`src/rtl/irq_pkg.sv`:
```
// irq_pkg: shared FSM states, channel limit and index helpers for the interrupt request unit.
// Pure definitions: no logic, no latency, no backpressure.
package irq_pkg;

  localparam int IRQ_MAX = 16;

  typedef enum logic [1:0] {
    IDLE,
    ACK1,
    ACK2
  } irq_state_e;

  // Vector reported when the first inta found nothing to serve.
  function automatic int spurious_idx(input int num_irq);
    return num_irq - 1;
  endfunction

  // Channel holding rank k when rank 0 sits at base; base + k never reaches 2*num_irq.
  function automatic int rot_idx(input int base, input int k, input int num_irq);
    int s;
    s = base + k;
    return (s >= num_irq) ? s - num_irq : s;
  endfunction

endpackage

```
`src/rtl/irq_priority_resolver.sv`:
```
// irq_priority_resolver: combinational rotated-priority pick of the winning request and the top in-service channel.
// Zero latency, no backpressure; base selects which channel currently holds highest priority.
module irq_priority_resolver
  import irq_pkg::*;
#(
  parameter  int NUM_IRQ = 8,
  localparam int IDX_W   = $clog2(NUM_IRQ)
) (
  input  logic [NUM_IRQ-1:0] req,
  input  logic [NUM_IRQ-1:0] isr,
  input  logic [IDX_W-1:0]   base,
  output logic               win_vld,
  output logic [IDX_W-1:0]   win_idx,
  output logic               top_vld,
  output logic [IDX_W-1:0]   top_idx
);

  logic [IDX_W-1:0] idx;
  logic [IDX_W-1:0] req_rank;
  logic [IDX_W-1:0] top_rank;
  logic             req_hit;

  always_comb begin
    idx      = '0;
    req_rank = '0;
    top_rank = '0;
    req_hit  = 1'b0;
    win_idx  = '0;
    top_idx  = '0;
    top_vld  = 1'b0;
    // Walk from lowest to highest priority so the last hit is the best one.
    for (int k = NUM_IRQ - 1; k >= 0; k--) begin
      idx = IDX_W'(rot_idx(int'(base), k, NUM_IRQ));
      if (req[idx]) begin
        req_hit  = 1'b1;
        win_idx  = idx;
        req_rank = IDX_W'(k);
      end
      if (isr[idx]) begin
        top_vld  = 1'b1;
        top_idx  = idx;
        top_rank = IDX_W'(k);
      end
    end
    win_vld = req_hit && (!top_vld || (req_rank < top_rank));
  end

endmodule

```
`src/rtl/irq_request_unit.sv`:
```
// irq_request_unit: nested-priority IRR/ISR tracking with a two-pulse INTA vector handshake; int_out one cycle after a winner.
// No backpressure; define IRQ_ROTATE_EN for automatic rotation of priority on each effective eoi.
module irq_request_unit
  import irq_pkg::*;
#(
  parameter  int NUM_IRQ = 8,
  localparam int IDX_W   = $clog2(NUM_IRQ)
) (
  input  logic               clk,
  input  logic               rst_n,
  input  logic [NUM_IRQ-1:0] irq_lines,
  input  logic [NUM_IRQ-1:0] level_mode,
  input  logic [NUM_IRQ-1:0] irq_mask,
  input  logic               inta,
  input  logic               eoi,
  output logic               int_out,
  output logic [IDX_W-1:0]   vector_idx,
  output logic               vector_valid,
  output logic [NUM_IRQ-1:0] irr,
  output logic [NUM_IRQ-1:0] isr
);

  if (NUM_IRQ < 2 || NUM_IRQ > IRQ_MAX) begin : g_bad_num_irq
    $error("irq_request_unit: NUM_IRQ out of range");
  end

  irq_state_e         state;
  logic [NUM_IRQ-1:0] prev_lines;
  logic [NUM_IRQ-1:0] isr_set;
  logic [NUM_IRQ-1:0] isr_clr;
  logic [NUM_IRQ-1:0] irr_clr;
  logic [NUM_IRQ-1:0] irr_nxt;
  logic [IDX_W-1:0]   rot_base;
  logic [IDX_W-1:0]   win_idx;
  logic [IDX_W-1:0]   top_idx;
  logic [IDX_W-1:0]   ack_idx;
  logic               win_vld;
  logic               top_vld;

  irq_priority_resolver #(.NUM_IRQ(NUM_IRQ)) u_resolver (
    .req     (irr & ~irq_mask),
    .isr     (isr),
    .base    (rot_base),
    .win_vld (win_vld),
    .win_idx (win_idx),
    .top_vld (top_vld),
    .top_idx (top_idx)
  );

`ifdef IRQ_ROTATE_EN
  // The channel just retired drops to lowest priority.
  always_ff @(posedge clk or negedge rst_n) begin
    if (!rst_n) begin
      rot_base <= '0;
    end else if (eoi && top_vld) begin
      rot_base <= (top_idx == IDX_W'(NUM_IRQ - 1)) ? '0 : top_idx + 1'b1;
    end
  end
`else
  assign rot_base = '0;
`endif

  always_comb begin
    isr_set = '0;
    isr_clr = '0;
    irr_clr = '0;
    if (eoi && top_vld) isr_clr[top_idx] = 1'b1;
    if (state == ACK1 && win_vld) begin
      isr_set[win_idx] = 1'b1;
      irr_clr[win_idx] = ~level_mode[win_idx];
    end
    // A fresh edge outranks the acknowledge clear.
    irr_nxt = (level_mode & irq_lines)
            | (~level_mode & ((irq_lines & ~prev_lines) | (irr & ~irr_clr)));
  end

  // Winner is sampled in ACK1, after any eoi issued alongside the first inta has landed.
  always_ff @(posedge clk or negedge rst_n) begin
    if (!rst_n) begin
      state        <= IDLE;
      prev_lines   <= '0;
      irr          <= '0;
      isr          <= '0;
      int_out      <= 1'b0;
      vector_idx   <= '0;
      vector_valid <= 1'b0;
      ack_idx      <= '0;
    end else begin
      prev_lines   <= irq_lines;
      irr          <= irr_nxt;
      isr          <= (isr & ~isr_clr) | isr_set;
      int_out      <= win_vld;
      vector_valid <= 1'b0;
      case (state)
        IDLE: if (inta) state <= ACK1;
        ACK1: begin
          ack_idx <= win_vld ? win_idx : IDX_W'(spurious_idx(NUM_IRQ));
          state   <= ACK2;
        end
        ACK2: if (inta) begin
          vector_valid <= 1'b1;
          vector_idx   <= ack_idx;
          state        <= IDLE;
        end
        default: state <= IDLE;
      endcase
    end
  end

endmodule

```
`config.mk`:
```
export PLATFORM = sky130hd
export DESIGN_NAME = irq_request_unit
export DESIGN_NICKNAME = d
export VERILOG_FILES = /design/src/rtl/irq_pkg.sv /design/src/rtl/irq_priority_resolver.sv /design/src/rtl/irq_request_unit.sv
export SDC_FILE = /design/constraint.sdc
export NUM_CORES = 1
export LEC_CHECK = 0
export BUFFER_PORTS_ARGS = -buffer_cell sky130_fd_sc_hd__clkbuf_2
export CORE_MARGIN = 1.5
export CORE_UTILIZATION = 35
export DETAILED_ROUTE_END_ITERATION = 6
export GPL_TIMING_DRIVEN = 0
export PLACE_DENSITY = 0.67
export SLEW_MARGIN = 0
export SYNTH_ARGS = -nofsm -noshare
export SYNTH_HDL_FRONTEND = slang
export SYNTH_SLANG_ARGS = --single-unit
export TNS_END_PERCENT = 100
```
`constraint.sdc`:
```
create_clock -name clk -period 4.3 [get_ports clk]
set_clock_uncertainty 0.05 [all_clocks]
set_input_delay 0 -clock clk [delete_from_list [all_inputs] [get_ports clk]]
set_output_delay 0 -clock clk [all_outputs]
set_load 0.05 [all_outputs]
```
# Word level (Yosys, flattened, before mapping)
# Cells that the tools add are included.
totals:
  word_cells: 90
  output_inout_bits: 21
  regBits: 34
  input_bits: 28
classes:
  order_cmp: 5
  muxes: 47
  eq_ne: 4
  bitwise_logic: 16
  n_reduce_logical: 10
op_table:
  columns: ["cell", "n"]
  rows:
  - ["8-bit AND", 7]
  - ["3-bit 2-to-1 mux", 17]
  - ["8-bit NOT", 5]
  - ["8-bit 2-to-1 mux", 3]
  - ["8-bit OR", 3]
  - ["1-bit 2-to-1 mux", 21]
  - ["3-bit by 4-bit less-than comparator with 1-bit output (second input constant)", 2]
  - ["1-bit demux with 3-bit select", 2]
  - ["3-bit by 1-bit >= comparator with 1-bit output (second input constant)", 2]
  - ["2-bit case mux with 3 select lines", 1]
  - ["1-bit logical AND", 5]
  - ["2-bit 2-to-1 mux", 2]
  - ["2-bit != test (second input constant)", 2]
  - ["2-bit AND reduction", 2]
  - ["1-bit binary-select mux with 3-bit select", 1]
  - ["3-bit less-than comparator", 1]
  - ["2-bit by 1-bit == test with 1-bit output (second input constant)", 1]
  - ["2-bit == test (second input constant)", 1]
  - ["2-bit zero test", 1]
  - ["1-bit zero test", 1]
  - ["1-bit logical OR", 1]
  - ["1-bit NOT", 1]

# Depth between registers and ports, before layout
depth:
  word_depth: 21
  ltp_mapped: 12
  depth_no_buf: 11

# Cells and area by module
# A second synthesis with hierarchy kept.
hier_totals:
  cells_unflattened: 332
  hier_area_um2: 3464.6
by_module_without_submodules:
  columns: ["mod", "cells_each", "seq_area_each_um2", "area_each_um2", "n_inst"]
  rows:
  - ["irq_priority_resolver", 190, 0.0, 1959.4, 1]
  - ["irq_request_unit", 142, 850.8, 1505.2, 1]

# Worst setup path after synthesis
# No wires, ideal clock.
synth_path:
  path_type: "register to register"
  startpoint: "reg irr[5]"
  endpoint: "reg irr[7]"
  path_slack_ps: 1030
  path_buffers: 1
  synth_period_minus_slack_ps: 3270
  t_required_ps: 4130
  path_stages_with_launch: 12
  arrival_time_ps: 3100
  setup_time_ps: 120
  path_cell_list: "dfrtp_1 -> nor2b_1 -> nor4b_1 -> nor2b_1 -> ha_1 -> o21a_1 -> o22ai_2 -> inv_1 -> or3b_1 -> buf_2 -> or3_1 -> a31o_1"
synth_via:
  elab_chain_cells: 18
  elab_cells_between_ends: 32
  cone_classes: "order compare (3); mux (17); bitwise (8); reduce/logical (4)"
synth_lines:
  columns: ["element", "line", "text"]
  rows:
  - ["start: declaration", "irq_request_unit.sv:19", "output logic [NUM_IRQ-1:0] irr,"]
  - ["start signal: assignment", "irq_request_unit.sv:90", "irr <= irr_nxt;"]
  - ["8-bit AND *", "irq_request_unit.sv:41", ".req (irr & ~irq_mask),"]
  - ["3-bit 2-to-1 mux (6 in series)", "irq_priority_resolver.sv:34", "if (req[idx]) begin"]
  - ["3-bit by 4-bit less-than comparator with 1-bit output (not written as such) / 3-bit by 1-bit >= comparator with 1-bit output (equally long branches)", "irq_request_unit.sv:70", "irr_clr[win_idx] = ~level_mode[win_idx];"]
  - ["1-bit logical AND (not written as such)", "irq_request_unit.sv:70", null]
  - ["1-bit 2-to-1 mux (not written as such)", "irq_request_unit.sv:70", null]
  - ["1-bit demux with 3-bit select", "irq_request_unit.sv:70", null]
  - ["8-bit AND (no line)", null, null]
  - ["8-bit 2-to-1 mux *", "irq_request_unit.sv:68", "if (state == ACK1 && win_vld) begin"]
  - ["8-bit NOT *", "irq_request_unit.sv:74", "| (~level_mode & ((irq_lines & ~prev_lines) | (irr & ~irr_clr)));"]
  - ["8-bit AND *", "irq_request_unit.sv:74", null]
  - ["8-bit OR *", "irq_request_unit.sv:74", null]
  - ["8-bit AND *", "irq_request_unit.sv:74", null]
  - ["8-bit OR *", "irq_request_unit.sv:74", null]
  - ["named net irr_nxt[7]", "irq_request_unit.sv:32", "logic [NUM_IRQ-1:0] irr_nxt;"]
# Mark *: on every way through the listed nets, which the timed path passes. The rest lies on a longest branch. The select of a mux whose other input is x is not followed.
# A chain may end at the register's enable or synchronous reset.

# Worst setup path in the final report
layout_path:
  startpoint: "reg irr[2]"
  endpoint: "reg irr[7]"
layout_via:
  elab_chain_cells: 15
  elab_cells_between_ends: 26
  cone_classes: "order compare (3); mux (11); bitwise (8); reduce/logical (4)"
layout_lines:
  columns: ["element", "line"]
  rows:
  - ["8-bit AND *", "irq_request_unit.sv:41"]
  - ["3-bit 2-to-1 mux (3 in series)", "irq_priority_resolver.sv:34"]
  - ["3-bit by 4-bit less-than comparator with 1-bit output (not written as such) / 3-bit by 1-bit >= comparator with 1-bit output (equally long branches)", "irq_request_unit.sv:70"]
  - ["1-bit logical AND (not written as such)", "irq_request_unit.sv:70"]
  - ["1-bit 2-to-1 mux (not written as such)", "irq_request_unit.sv:70"]
  - ["1-bit demux with 3-bit select", "irq_request_unit.sv:70"]
  - ["8-bit AND (no line)", null]
  - ["8-bit 2-to-1 mux *", "irq_request_unit.sv:68"]
  - ["8-bit NOT *", "irq_request_unit.sv:74"]
  - ["8-bit AND *", "irq_request_unit.sv:74"]
  - ["8-bit OR *", "irq_request_unit.sv:74"]
  - ["8-bit AND *", "irq_request_unit.sv:74"]
  - ["8-bit OR *", "irq_request_unit.sv:74"]
  - ["named net irr_nxt[7]", "irq_request_unit.sv:32"]
# Marked as above.

==> results.rst <==
.. list-table::
   :header-rows: 1

   * - Metric
     - Value
   * - Worst supply voltage drop on vdd
     - 0.226 mV
   * - RSZ-0062 raised after global routing
     - no
   * - Biggest area contributors in the synthesized netlist
     - dfrtp_1 52%, o21ai_0 7.7%, nor2b_1 5.4%, inv_1 3.7%, nand2_1 3.2%
   * - Via count of the first global-routing pass
     - 1381
   * - Crit Path Class
     - flip-flop to flip-flop
   * - Async S/R FF share, synth
     - 1.00
   * - Maximum number of pins on one net before global-route repair
     - 35
   * - Worst Setup Slack post-DPL
     - 0.987 ns
   * - Placeable core region
     - 0.00441 mm²
   * - Max clock buf depth
     - 2
   * - Hold Path Origin
     - irq_mask[6]
   * - Worst min-delay path endpoint
     - isr[6]
   * - Critical Path Most Common Cell
     - nor2b_1
   * - Adder-Cell Fraction of Synth Area
     - 0.0154
   * - N_diodes
     - 0
   * - Starting Density
     - 0.368
   * - Placed wire-length estimate
     - 2690 µm
   * - Post-CTS Resized
     - 0
   * - Clock tree sinks
     - 34
   * - Synth Net Count
     - 197
   * - DRC violations left
     - 0
   * - Top cell family by delay on the critical path
     - simple AND/OR/NAND/NOR gates
   * - Number of search-and-repair iterations in the first detailed-routing pass
     - 4
   * - Final hold vios
     - 0
   * - Y dimension of the die
     - 71.1 µm
   * - Setup violation total in the final timing report
     - 0
   * - Count of standard-cell rows
     - 24
   * - Most instantiated flip-flop cell in the synthesis netlist
     - dfrtp_1
   * - Syn Inst Count
     - 167
   * - Result of the run
     - completed
   * - Post-synthesis to final-layout area growth
     - 37.3%
   * - Count of yosys warnings during synthesis
     - 0
   * - CTS tree
     - done
   * - Die width
     - 71.1 µm
   * - Worst-case reg-to-reg path depth
     - 11
   * - Hold buffer count at CTS
     - 19
   * - Hold path depth
     - 4
   * - Number of enable-type register cells in the synthesized netlist
     - 0
   * - Data arrival time at the worst-slack endpoint
     - 3.50 ns
   * - Number of buffers inserted by post-CTS setup repair
     - 0
   * - Maximum single-stage delay on the critical path
     - 0.72 ns
   * - CP cell instances
     - nor2b_1, nor4_1, nor2b_1, ha_1, o21a_1, o22ai_2, inv_1, or3b_1, buf_2, or3_1, a31o_1
   * - Final slew viol count
     - 0
   * - Most frequent cells after synthesis
     - 34 x dfrtp_1, 25 x o21ai_0, 16 x inv_1
   * - CTS root buf
     - clkbuf_8
   * - Source of the worst register-to-register timing path
     - irr[2]
   * - Share of the synthesized area in the top cell type
     - 0.524
   * - Nets@finish
     - 271
   * - Total track usage
     - 0.161
   * - CTS H-tree depth
     - 2
   * - Final setup slack of the worst path
     - 0.926 ns
   * - Clock slew seen by the registers of the worst setup and hold paths
     - 0.07 ns
   * - Bufs and invs on worst path
     - 2
   * - Initial antenna violation count
     - 0
   * - Library cell contributing the largest single delay on the critical path
     - nor4_1
   * - Type of destination of the critical path
     - flip-flop
   * - Fraction of final layout cells with drive strength greater than 1
     - 0.264
   * - Wire length of the first global-routing pass
     - 6190 µm
   * - Fillcell total
     - 419
   * - Routability congestion estimate
     - 0.811
   * - Die footprint
     - 0.00505 mm²
   * - I/O pins
     - 49
   * - Post-DR wirelength/cell
     - 12.7 µm
   * - Critical path startpoint category
     - flip-flop
   * - Max-Slew Margin vs Limit
     - 0.443
   * - Number of unique standard cell types used by synthesis
     - 38
   * - Final design utilization
     - 0.505
   * - Clock period minus final worst setup slack
     - 3.37 ns
   * - Most instantiated library cell after synthesis
     - dfrtp_1
   * - Via density
     - 5.04
   * - Part of the Yosys area used for sequential elements
     - 0.524
   * - Antenna viol nets, final
     - 0
   * - Parity-gate share of the synthesized area counting xor and xnor cells
     - 0
   * - Class of the worst hold path
     - primary input to flip-flop
   * - Power after layout
     - 1310 µW
   * - First DRT Iteration DRCs
     - 84
   * - Setup_tns
     - 0 ns
   * - Data required time at the worst endpoint
     - 4.43 ns
   * - Dominant combinational cell family by area after synthesis
     - compound AO/OA/AOI/OAI gates
   * - Number of CTS-inserted buffers
     - 5
   * - Crit Reg-Reg Endpoint
     - irr[7]
   * - Compound-Gate Fraction of Synth Area
     - 0.200
   * - Slew @ Worst Pin
     - 0.835 ns
   * - Power Density
     - 589 mW/mm²
   * - Total via count in the routed design
     - 1481
   * - FF+latch count, synth
     - 34
   * - Largest driver fanout on the critical path
     - 8
   * - Quantity of I/O buffers inserted on ports
     - 48
   * - Biggest area consumer among synthesized cells
     - dfrtp_1
   * - Cell area after synthesis
     - 0.00162 mm²
   * - GRT overflow
     - 0
   * - Leakage
     - 0.00110 µW
   * - Synthesized area per cell
     - 9.72 µm²
   * - Synth Area in Simple Gates
     - 0.199
   * - Wire length reported by the detailed router
     - 3740 µm
   * - Multiplexer share of the synthesized area
     - 0.0208
   * - Post-Route Hold Slack
     - 0.237 ns
   * - Peak Freq
     - 296 MHz
   * - Part of the cycle the worst path needs
     - 0.785
   * - Worst-skew pair later-pin latency
     - 0.28 ns
   * - Max Cap Violations
     - 0
   * - R2r setup slk
     - 0.93 ns
   * - Number of cells on the critical path
     - 11
-- worst max-delay path by stage --
stage                       from     end  slack (ns)
after CTS                 irr[2]  irr[7]        0.93
after global placement    irr[4]  irr[7]        0.97
final                     irr[2]  irr[7]        0.93
after floorplan           irr[5]  irr[7]        1.03
after global routing      irr[4]  irr[7]        0.72
after detailed placement  irr[4]  irr[7]        0.99
-- worst min-delay path, delay by kind of cell --
kind	cells	cell delay (ns)
buffers and inverters	1	0.10
AO/OA/AOI/OAI	2	0.22
AND/OR/NAND/NOR	1	0.22
-- cells in the final DEF, fill, tap and decap left out, drive strengths merged, types with 5 or more instances in the layout --
cell / instances
dlygate4sd3: 19
clkbuf: 56
inv: 16
nand2b: 5
dfrtp: 34
o21ai: 26
nor2: 9
nand2: 14
o31ai: 5
a21oi: 6
nor2b: 14
-- flip-flops by register name (all words and copies together), names as in the netlist --
name and count:
vector_idx 3, isr 8, vector_valid 1, ack_idx 3, int_out 1, irr 8
prev_lines 8, state 2
-- per-layer routing --
| metal | share of wire | routed length, µm | up-vias | GRT usage |
|---|---|---|---|---|
| met1 | 0.47 | 1750 | 685 | 0.216 |
| met3 | 0.062 | 230 | 5 | 0.0427 |
| met4 | 0.014 | 53 | 0 | 0.0629 |
| li1 | - | - | 739 | - |
| met2 | 0.45 | 1700 | 52 | 0.250 |
| met5 | 0 | 0 | - | 0 |
-- stage by stage --
stage	area [µm²]	std cells
CTS	2230	294
floorplan	1620	167
global route	2230	294
detailed placement	1930	267
finish	2230	294
global placement	1930	267
-- cell type report --
cell class | instances | area (µm²) | share of cell area
inverter | 16 | 60.1 | 0.0270
tap | 52 | 65.1 | 0.0292
timing repair buffer | 67 | 430 | 0.193
multi-input combinational | 116 | 707 | 0.317
sequential | 34 | 851 | 0.382
buffer | 1 | 5.00 | 0.00225
clock buffer | 8 | 110 | 0.0494
-- report_power, final --
group          internal [µW]  switching [µW]  leakage [µW]
logic                    201             382      0.000631
clock network            162             114     0.0000575
registers                394            59.3      0.000413
-- logic make-up after synthesis --
kind of cell | after synthesis
mux | 3
flops | 34
fa+ha+maj | 2
compound gates | 52
buf+inv | 17
simple gates | 59
Power figures use the tool's default switching activity.
